<file path="src/rtl/wave_gen.sv">
// wave_gen: phase-accumulator oscillator producing sine, square, triangle or sawtooth
// samples, amplitude-scaled, one new sample every CLK_DIV clocks.
//
// Ports
//   clk          in   single clock, rising edge
//   rst_n        in   synchronous reset, active HIGH despite the name
//   i_en         in   run enable; low freezes the phase and clears the divider
//   i_freq_word  in   phase increment per sample (unsigned, PHASE_W bits)
//   i_wave_sel   in   0 sine, 1 square, 2 triangle, 3 sawtooth
//   i_amp        in   unsigned gain, i_amp/256
//   o_cs         out  one-cycle strobe, o_sample is new in this cycle
//   o_sample     out  signed 16-bit sample, held between strobes
module wave_gen #(
   parameter int unsigned CLK_DIV = 50,
   parameter int unsigned PHASE_W = 24
) (
   input  logic                      clk,
   input  logic                      rst_n,
   input  logic                      i_en,
   input  logic [PHASE_W-1:0]        i_freq_word,
   input  logic [1:0]                i_wave_sel,
   input  logic [7:0]                i_amp,
   output logic                      o_cs,
   output logic signed [15:0]        o_sample
);

   localparam int unsigned DIV_W = $clog2(CLK_DIV);
   localparam logic [DIV_W-1:0] DIV_MAX = DIV_W'(CLK_DIV - 1);

   // Divider and stage 0
   logic [DIV_W-1:0]   r_div_cnt;
   logic [PHASE_W-1:0] r_phase_acc;
   logic               w_tick;

   // Stage 1 inputs: only the 16 phase MSBs are ever used downstream
   logic               r_v1;
   logic [15:0]        r_ph_s1;
   logic [1:0]         r_sel_s1;
   logic [7:0]         r_amp_s1;

   // Stage 2 inputs
   logic               r_v2;
   logic signed [15:0] r_raw;
   logic [7:0]         r_amp_s2;

   // Output registers
   logic               r_cs;
   logic signed [15:0] r_sample;

   assign w_tick = i_en && (r_div_cnt == DIV_MAX);

   // ---------------- Stage 1 waveform shaping ----------------
   logic [15:0] w_p;
   logic [1:0]  w_q;
   logic [5:0]  w_a;
   logic [5:0]  w_idx;
   logic [15:0] w_rom;
   logic [15:0] w_sin;
   logic [14:0] w_t;
   logic [15:0] w_tri;
   logic [15:0] w_sqr;
   logic [15:0] w_saw;
   logic [15:0] w_raw;

   assign w_p   = r_ph_s1;
   assign w_q   = w_p[15:14];
   assign w_a   = w_p[13:8];
   // Odd quadrants read the quarter-wave table backwards (63 - a == ~a)
   assign w_idx = w_q[0] ? ~w_a : w_a;
   assign w_sin = w_q[1] ? (~w_rom + 16'd1) : w_rom;

   assign w_t   = w_p[15] ? ~w_p[14:0] : w_p[14:0];
   assign w_tri = {w_t, 1'b0} ^ 16'h8000;
   assign w_sqr = w_p[15] ? 16'h8000 : 16'h7FFF;
   assign w_saw = w_p ^ 16'h8000;

   // Quarter-wave sine, entry k = round(32767*sin(pi/2*(k+0.5)/64)); the last entry is
   // pinned at 32766 so the peak lands one code below full scale.
   always_comb begin
      w_rom = 16'd0;
      case (w_idx)
         6'd0:  w_rom = 16'd402;    6'd1:  w_rom = 16'd1206;   6'd2:  w_rom = 16'd2009;
         6'd3:  w_rom = 16'd2811;   6'd4:  w_rom = 16'd3612;   6'd5:  w_rom = 16'd4410;
         6'd6:  w_rom = 16'd5205;   6'd7:  w_rom = 16'd5998;   6'd8:  w_rom = 16'd6786;
         6'd9:  w_rom = 16'd7571;   6'd10: w_rom = 16'd8351;   6'd11: w_rom = 16'd9126;
         6'd12: w_rom = 16'd9896;   6'd13: w_rom = 16'd10659;  6'd14: w_rom = 16'd11417;
         6'd15: w_rom = 16'd12167;  6'd16: w_rom = 16'd12910;  6'd17: w_rom = 16'd13645;
         6'd18: w_rom = 16'd14372;  6'd19: w_rom = 16'd15090;  6'd20: w_rom = 16'd15800;
         6'd21: w_rom = 16'd16499;  6'd22: w_rom = 16'd17189;  6'd23: w_rom = 16'd17869;
         6'd24: w_rom = 16'd18537;  6'd25: w_rom = 16'd19195;  6'd26: w_rom = 16'd19841;
         6'd27: w_rom = 16'd20475;  6'd28: w_rom = 16'd21096;  6'd29: w_rom = 16'd21705;
         6'd30: w_rom = 16'd22301;  6'd31: w_rom = 16'd22884;  6'd32: w_rom = 16'd23452;
         6'd33: w_rom = 16'd24007;  6'd34: w_rom = 16'd24547;  6'd35: w_rom = 16'd25072;
         6'd36: w_rom = 16'd25582;  6'd37: w_rom = 16'd26077;  6'd38: w_rom = 16'd26556;
         6'd39: w_rom = 16'd27019;  6'd40: w_rom = 16'd27466;  6'd41: w_rom = 16'd27896;
         6'd42: w_rom = 16'd28310;  6'd43: w_rom = 16'd28706;  6'd44: w_rom = 16'd29085;
         6'd45: w_rom = 16'd29447;  6'd46: w_rom = 16'd29791;  6'd47: w_rom = 16'd30117;
         6'd48: w_rom = 16'd30424;  6'd49: w_rom = 16'd30714;  6'd50: w_rom = 16'd30985;
         6'd51: w_rom = 16'd31237;  6'd52: w_rom = 16'd31470;  6'd53: w_rom = 16'd31685;
         6'd54: w_rom = 16'd31880;  6'd55: w_rom = 16'd32057;  6'd56: w_rom = 16'd32213;
         6'd57: w_rom = 16'd32351;  6'd58: w_rom = 16'd32469;  6'd59: w_rom = 16'd32567;
         6'd60: w_rom = 16'd32646;  6'd61: w_rom = 16'd32705;  6'd62: w_rom = 16'd32745;
         6'd63: w_rom = 16'd32766;
      endcase
   end

   always_comb begin
      w_raw = 16'd0;
      unique case (r_sel_s1)
         2'd0: w_raw = w_sin;
         2'd1: w_raw = w_sqr;
         2'd2: w_raw = w_tri;
         2'd3: w_raw = w_saw;
      endcase
   end

   // ---------------- Stage 2 amplitude scaling ----------------
   // |raw * amp| <= 32768*255 < 2^23, so a 24-bit signed product cannot overflow.
   logic signed [23:0] w_prod;
   logic signed [15:0] w_scaled;

   assign w_prod   = 24'(r_raw) * 24'($signed({1'b0, r_amp_s2}));
   assign w_scaled = 16'(w_prod >>> 8);

   // ---------------- State ----------------
   always_ff @(posedge clk) begin
      if (rst_n) begin
         r_div_cnt   <= '0;
         r_phase_acc <= '0;
         r_v1        <= 1'b0;
         r_ph_s1     <= '0;
         r_sel_s1    <= '0;
         r_amp_s1    <= '0;
         r_v2        <= 1'b0;
         r_raw       <= '0;
         r_amp_s2    <= '0;
         r_cs        <= 1'b0;
         r_sample    <= '0;
      end else begin
         if (!i_en || w_tick) begin
            r_div_cnt <= '0;
         end else begin
            r_div_cnt <= r_div_cnt + DIV_W'(1);
         end

         // Stage 0: sample uses the phase before this tick's increment
         r_v1 <= w_tick;
         if (w_tick) begin
            r_ph_s1     <= r_phase_acc[PHASE_W-1 -: 16];
            r_phase_acc <= r_phase_acc + i_freq_word;
            r_sel_s1    <= i_wave_sel;
            r_amp_s1    <= i_amp;
         end

         // Stage 1 keeps running with i_en low so an in-flight sample still completes
         r_v2 <= r_v1;
         if (r_v1) begin
            r_raw    <= w_raw;
            r_amp_s2 <= r_amp_s1;
         end

         r_cs <= r_v2;
         if (r_v2) begin
            r_sample <= w_scaled;
         end
      end
   end

   assign o_cs     = r_cs;
   assign o_sample = r_sample;

endmodule

</file>
<file path="config.mk">
export PLATFORM = sky130hd
export DESIGN_NAME = wave_gen
export DESIGN_NICKNAME = d
export VERILOG_FILES = /design/src/rtl/wave_gen.sv
export SDC_FILE = /design/constraint.sdc
export NUM_CORES = 1
export LEC_CHECK = 0
export CAP_MARGIN = 0
export CORE_MARGIN = 2
export CORE_UTILIZATION = 42
export CTS_BUF_LIST = sky130_fd_sc_hd__clkbuf_2
export CTS_CLUSTER_SIZE = 20
export DETAILED_ROUTE_END_ITERATION = 16
export PLACE_DENSITY = 0.71
export SYNTH_ARGS = -nofsm -noshare
export SYNTH_HDL_FRONTEND = slang
export SYNTH_SLANG_ARGS = --single-unit
</file>
<file path="constraint.sdc">
create_clock -name clk -period 7.1 [get_ports clk]
set_input_delay 1.065 -clock clk [delete_from_list [all_inputs] [get_ports clk]]
set_output_delay 1.065 -clock clk [all_outputs]
set_load 0.01 [all_outputs]
</file>
* Yosys cells after proc, flatten, opt, wreduce, memory -nomap -nowiden
Memories as Yosys holds them, arrays and structs flattened.
Index checks and enable logic that the tools add are counted.
** Word-level totals
- Output and inout bits :: 17
- Logic and storage cells :: 35
- Register bits after elaboration :: 99
- Memories :: 1
- Memory bits (read-only) :: 960
** Memory list
- (no name shown) :: words 64, width 15, read ports 1, clocked after Yosys merged registers in 0, wr ports 0, RTL line 81 : case (w_idx)
** Cells by class
- Equal/unequal tests :: 4
- Add/subtract/negate cells :: 3
- Multiply operators :: 1
- Bitwise operators :: 5
- Reduce and logical (&&, ||, !) cells :: 5
- Muxes and demuxes :: 5
** Operators by type and width (number)
- $pmux W16 S4 :: 1
- $mux W16 :: 2
- $add A24 B24 Y24 :: 1
- $mul A16 B9 Y24 :: 1
- $add A16 B1 Y16 const B :: 1
- $not A16 Y16 :: 1
- $mux W15 :: 1
- $not A15 Y15 :: 1
- $add A6 B1 Y6 const B :: 1
- $eq A6 B6 Y1 const B :: 1
- $mux W6 :: 1
- $not A6 Y6 :: 1
- $eq A2 B2 Y1 const B :: 2
- $eq A2 B1 Y1 const B :: 1
- $logic_not A2 Y1 :: 1
- $not A1 Y1 :: 2
- $reduce_or A2 Y1 :: 1
- $logic_and A1 B1 Y1 :: 1
- $logic_not A1 Y1 :: 1
- $logic_or A1 B1 Y1 :: 1

* Longest topological paths before layout
An unclocked memory read counts as a cell.
- Depth in word-level cells :: 7
- Mapped depth :: 23
- Gate-level depth less buffers :: 18

* Worst setup path after synthesis
Ideal clock, no wire load.
- Kind :: register to register
- From :: register r_amp_s2[2]
- To :: register r_sample[14], in the netlist o_sample[14]
- Data arrival time :: 4.964 ns
- Stages on the path, launching flop included :: 21
- Path slack :: 2.000 ns
- Data required time :: 6.964 ns
- Period minus slack after synthesis :: 5.100 ns
- Cell sequence :: dfxtp_1 -> clkbuf_1 -> clkbuf_1 -> nand2_1 -> fa_1 -> inv_1 -> fa_1 -> fa_1 -> inv_1 -> fa_1 -> inv_1 -> ha_1 -> a21oi_1 -> o21ai_0 -> or3_1 -> a21oi_1 -> nor3_1 -> or2_2 -> a211o_1 -> or4b_2 -> o221ai_1
** On the way
- Word-level cells in the longest chain between the ends :: 1
** Ends and longest elaborated chain
- start: declaration :: RTL line 44 : logic [7:0] r_amp_s2;
- start signal: assignment :: RTL line 159 : r_amp_s2 <= r_amp_s1;
- $mul A16 B9 Y24 :: RTL line 122 : assign w_prod = 24'(r_raw) * 24'($signed({1'b0, r_amp_s2}));
- end signal: assignment :: RTL line 164 : r_sample <= w_scaled;
- end: declaration :: RTL line 48 : logic signed [15:0] r_sample;
Every way passes these cells.
A chain may end at the register's enable or synchronous reset.

* Worst setup path in the final report
- From :: register r_amp_s2[0]
- To :: register r_sample[14], in the netlist o_sample[14]
The elaborated chain is that of the path after synthesis.

==> impl_metrics.tcl <==
set metrics [dict create \
    dpl.cell_count 1924 \
    grt_pass1_vias 10564 \
    ios 54 \
    critPathBufInv 3 \
    internal_power_mw 0.684 \
    grt_pass1_wl_um 52600 \
    holdBufCountCts 0 \
    synth_seq_cells 99 \
    holdPathStages 2 \
    cp-startpoint "r_amp_s2[0]" \
    muxShareOfSynthArea_pct 2.41 \
    worst_slew_pin_slew_ns 0.967 \
    crit_family "adder cells" \
    coreArea_um2 28800 \
    slew_viol_final 0 \
    finalClockSkew_ns 0.0512 \
    cts_tree "done" \
    clk_latency_ns 0.65 \
    place_area_um2 12800 \
    min_period_over_period_pct 76.9 \
    p_clk_share_pct 34.5 \
    syn_to_final_growth_pct 5.59 \
    start_kind "flip-flop" \
    nNetsFinal 1765 \
    cts_buffers 9 \
    synth_edf_count 0 \
    status "complete, no violations" \
    fmax_ghz 0.183 \
    grt_max_degree 81 \
    io_buffers 53 \
    final_common_cell "nand2_1" \
    cp_cell_sequence "nand2_1 -> fa_1 -> inv_1 -> fa_1 -> ha_1 -> inv_1 -> fa_1 -> inv_1 -> ha_1 -> nand4b_1 -> o41ai_1 -> a211o_1 -> a21oi_1 -> nor3_1 -> or2_2 -> a211o_1 -> or4b_2 -> o221ai_1" \
    p_switching_mw 0.255 \
    worstHoldPathType "reg2reg" \
    maxSlewHeadroom_pct 34.5 \
    die_width_um 175 \
    drive_gt1_share_pct 4.24 \
    min_period_ns 5.46 \
    post_cts_buffers 0 \
    cts_max_path_buffers 2 \
    synth-seq-area-share_pct 16.1 \
    wl_per_cell_um 16.2 \
    rows 62 \
    cts_htree_levels 3 \
    cpPeakStageDelay_ns 0.70 \
    wirelength_um 31400 \
    synth_nets 1802 \
    clk_pin_slew_ns 0.31 \
    synth_xor_area_share_pct 4.34 \
    design_area_um2 13000 \
    synthCells 1588 \
    synth_compound_area_share_pct 21.2 \
    drtAntennaViolNets 0 \
    r2r_end "o_sample[14]" \
    sw_frac_of_total_pct 27.1 \
    fin_util_pct 45.1 \
    cp.depth 18 \
    grt-ovfl-total 0 \
    synth_top_family_by_area "adder cells" \
    vias_per_cell 5.70 \
    p_per_area_nw_per_um2 72.3 \
    drtIter0Drc 925 \
    cts.sinks 99 \
    pwr-share-seq_pct 59.7 \
    max_cap_viol_count 0 \
    worstSetupPathType "reg2reg" \
    ys.flop_type "dfxtp_1" \
    cts_resized 0 \
    share_comb_of_total_power_pct 5.8 \
    grtUsageTotal_pct 20.7 \
    leakage_nw 5.48 \
    reg2reg_slack_ns 1.64 \
    r2r_start "r_amp_s2[0]" \
    critical_path_required_ns 7.70 \
    drt-pass1-iter-count 6 \
    stdcell_count 1941 \
    hold_viol 0 \
    synth-adder-area-share_pct 24.1 \
    ys_warn_count 0 \
    ys_types 92 \
    worst-r2r-cell-count 18 \
    finalSetupTns_ns 0 \
    via_count 11059 \
    finalSetupViolCount 0 \
    antenna_found_initial 1 \
    async_flop_share_pct 0 \
    die_area_um2 30600 \
    layout_common_cells "nand2_1 (224), inv_1 (157), a21oi_1 (134)" \
    vdd_drop_max_v 0.0000826 \
    post-dp-hpwl_um 23300 \
    syn_area_per_cell_um2 7.74 \
    synth_simple_gate_area_share_pct 22.2 \
    cpMaxStageDelayCell "dfxtp_1" \
    place_congestion 0.949 \
    grt_setup_unrepaired "false" \
    crit_path_end "o_sample[14]" \
    start_util_pct 42.7 \
    crit_fanout 16 \
    crit_arrival_ns 6.06 \
    drc 0 \
    die_height_um 175 \
    syn_area_um2 12300 \
    cts_root_buf "clkbuf_2" \
    critPathCaptureType "flip-flop" \
]
## worst reg2reg max path: stages (launching register included)
cell and delay [ns]:
dfxtp_1 0.70, nand2_1 0.15, fa_1 0.55, inv_1 0.05, fa_1 0.46, ha_1 0.28
inv_1 0.04, fa_1 0.47, inv_1 0.04, ha_1 0.26, nand4b_1 0.09, o41ai_1 0.63
a211o_1 0.28, a21oi_1 0.12, nor3_1 0.27, or2_2 0.20, a211o_1 0.18, or4b_2 0.59
o221ai_1 0.09
## final cells by class
| type | instances | area (µm²) |
|---|---|---|
| Clock buffer | 9 | 45.0 |
| Multi-Input combinational cell | 1214 | 9130 |
| Clock inverter | 7 | 103 |
| Inverter | 161 | 604 |
| Sequential cell | 99 | 1990 |
| Timing Repair Buffer | 66 | 626 |
| Antenna cell | 1 | 2.50 |
| Fill cell | 2798 | 15800 |
| Tap cell | 384 | 480 |
## layer usage
metal / track usage [%] / up-vias / routed length (µm)
met2: 33.3 / 436 / 14300
met3: 3.76 / 72 / 2190
met1: 28.0 / 5222 / 14000
li1: - / 5329 / -
met4: 7.12 / 0 / 985
met5: 0 / - / 0
## worst min-delay path by stage
stage                                 to            from  slack (ns)
final                        o_sample[5]     o_sample[5]        0.48
after detailed placement  r_phase_acc[0]  r_phase_acc[0]        0.45
after floorplan             r_div_cnt[0]    r_div_cnt[0]        0.43
after global routing      r_phase_acc[0]  r_phase_acc[0]        0.50
after global placement    r_phase_acc[7]  r_phase_acc[7]        0.44
after CTS                 r_phase_acc[0]  r_phase_acc[0]        0.48
## cells by family (layout without fill, tap and decap cells)
group                    after synthesis  after routing
AO/OA/AOI/OAI                        390            390
buffers and inverters                275            243
flip-flops                            99             99
XOR/XNOR                              54             54
AND/OR/NAND/NOR                      566            566
other                                  0              1
multiplexers                          27             27
adder cells (fa/ha/maj)              177            177
## Yosys cell counts, types with 5 or more instances
master,instances,area (µm²)
nand2_1,225,845
inv_1,157,589
a21oi_1,134,671
nor2_1,109,409
fa_1,100,2000
dfxtp_1,99,1980
ha_1,77,963
clkbuf_1,64,240
and2_1,63,394
o21ai_0,51,255
xnor2_1,34,298
nor2b_1,29,181
nand2b_1,25,156
nand3_1,25,125
nor3_1,25,125
mux2i_1,24,240
buf_2,23,115
a211oi_1,22,165
o22ai_1,18,113
o211ai_1,17,128
a21o_1,15,113
xor2_1,15,131
a31oi_1,13,81.3
o21bai_1,13,97.6
o221ai_1,11,96.3
a311oi_1,10,87.6
or3_1,10,62.6
buf_6,9,101
o31ai_1,9,67.6
and3_1,8,50.1
buf_1,8,30.0
buf_4,8,60.1
a221o_1,7,70.1
a22oi_1,7,52.6
nor3b_1,7,52.6
a211o_1,6,52.6
a221oi_1,5,43.8
nand4_1,5,31.3
## through the flow
| step | worst slack [ns] | total power [mW] | hold slack (ns) |
|---|---|---|---|
| CTS | 1.59 | 0.950 | 0.478 |
| global route | 1.23 | 0.974 | 0.500 |
| detailed placement | 1.61 | 0.623 | 0.454 |
| global placement | 1.75 | 0.623 | 0.442 |
| finish | 1.64 | 0.938 | 0.481 |
| floorplan | 2.00 | 0.596 | 0.433 |
## state kept, by name, indices dropped and copies added (netlist names)
signal / cells
r_phase_acc: 24
o_sample: 16
r_ph_s1: 16
r_raw: 16
r_amp_s1: 8
r_amp_s2: 8
r_div_cnt: 6
r_sel_s1: 2
o_cs: 1
r_v1: 1
r_v2: 1
## power by group through the flow
stage               clock (mW)  sequential, mW  combinational (mW)
CTS                      0.335           0.560              0.0548
global route             0.353           0.561              0.0598
floorplan                    0           0.569              0.0271
global placement             0           0.569              0.0539
finish                   0.324           0.560              0.0547
detailed placement           0           0.569              0.0545
Note: power is estimated with default switching activity, not from simulation.
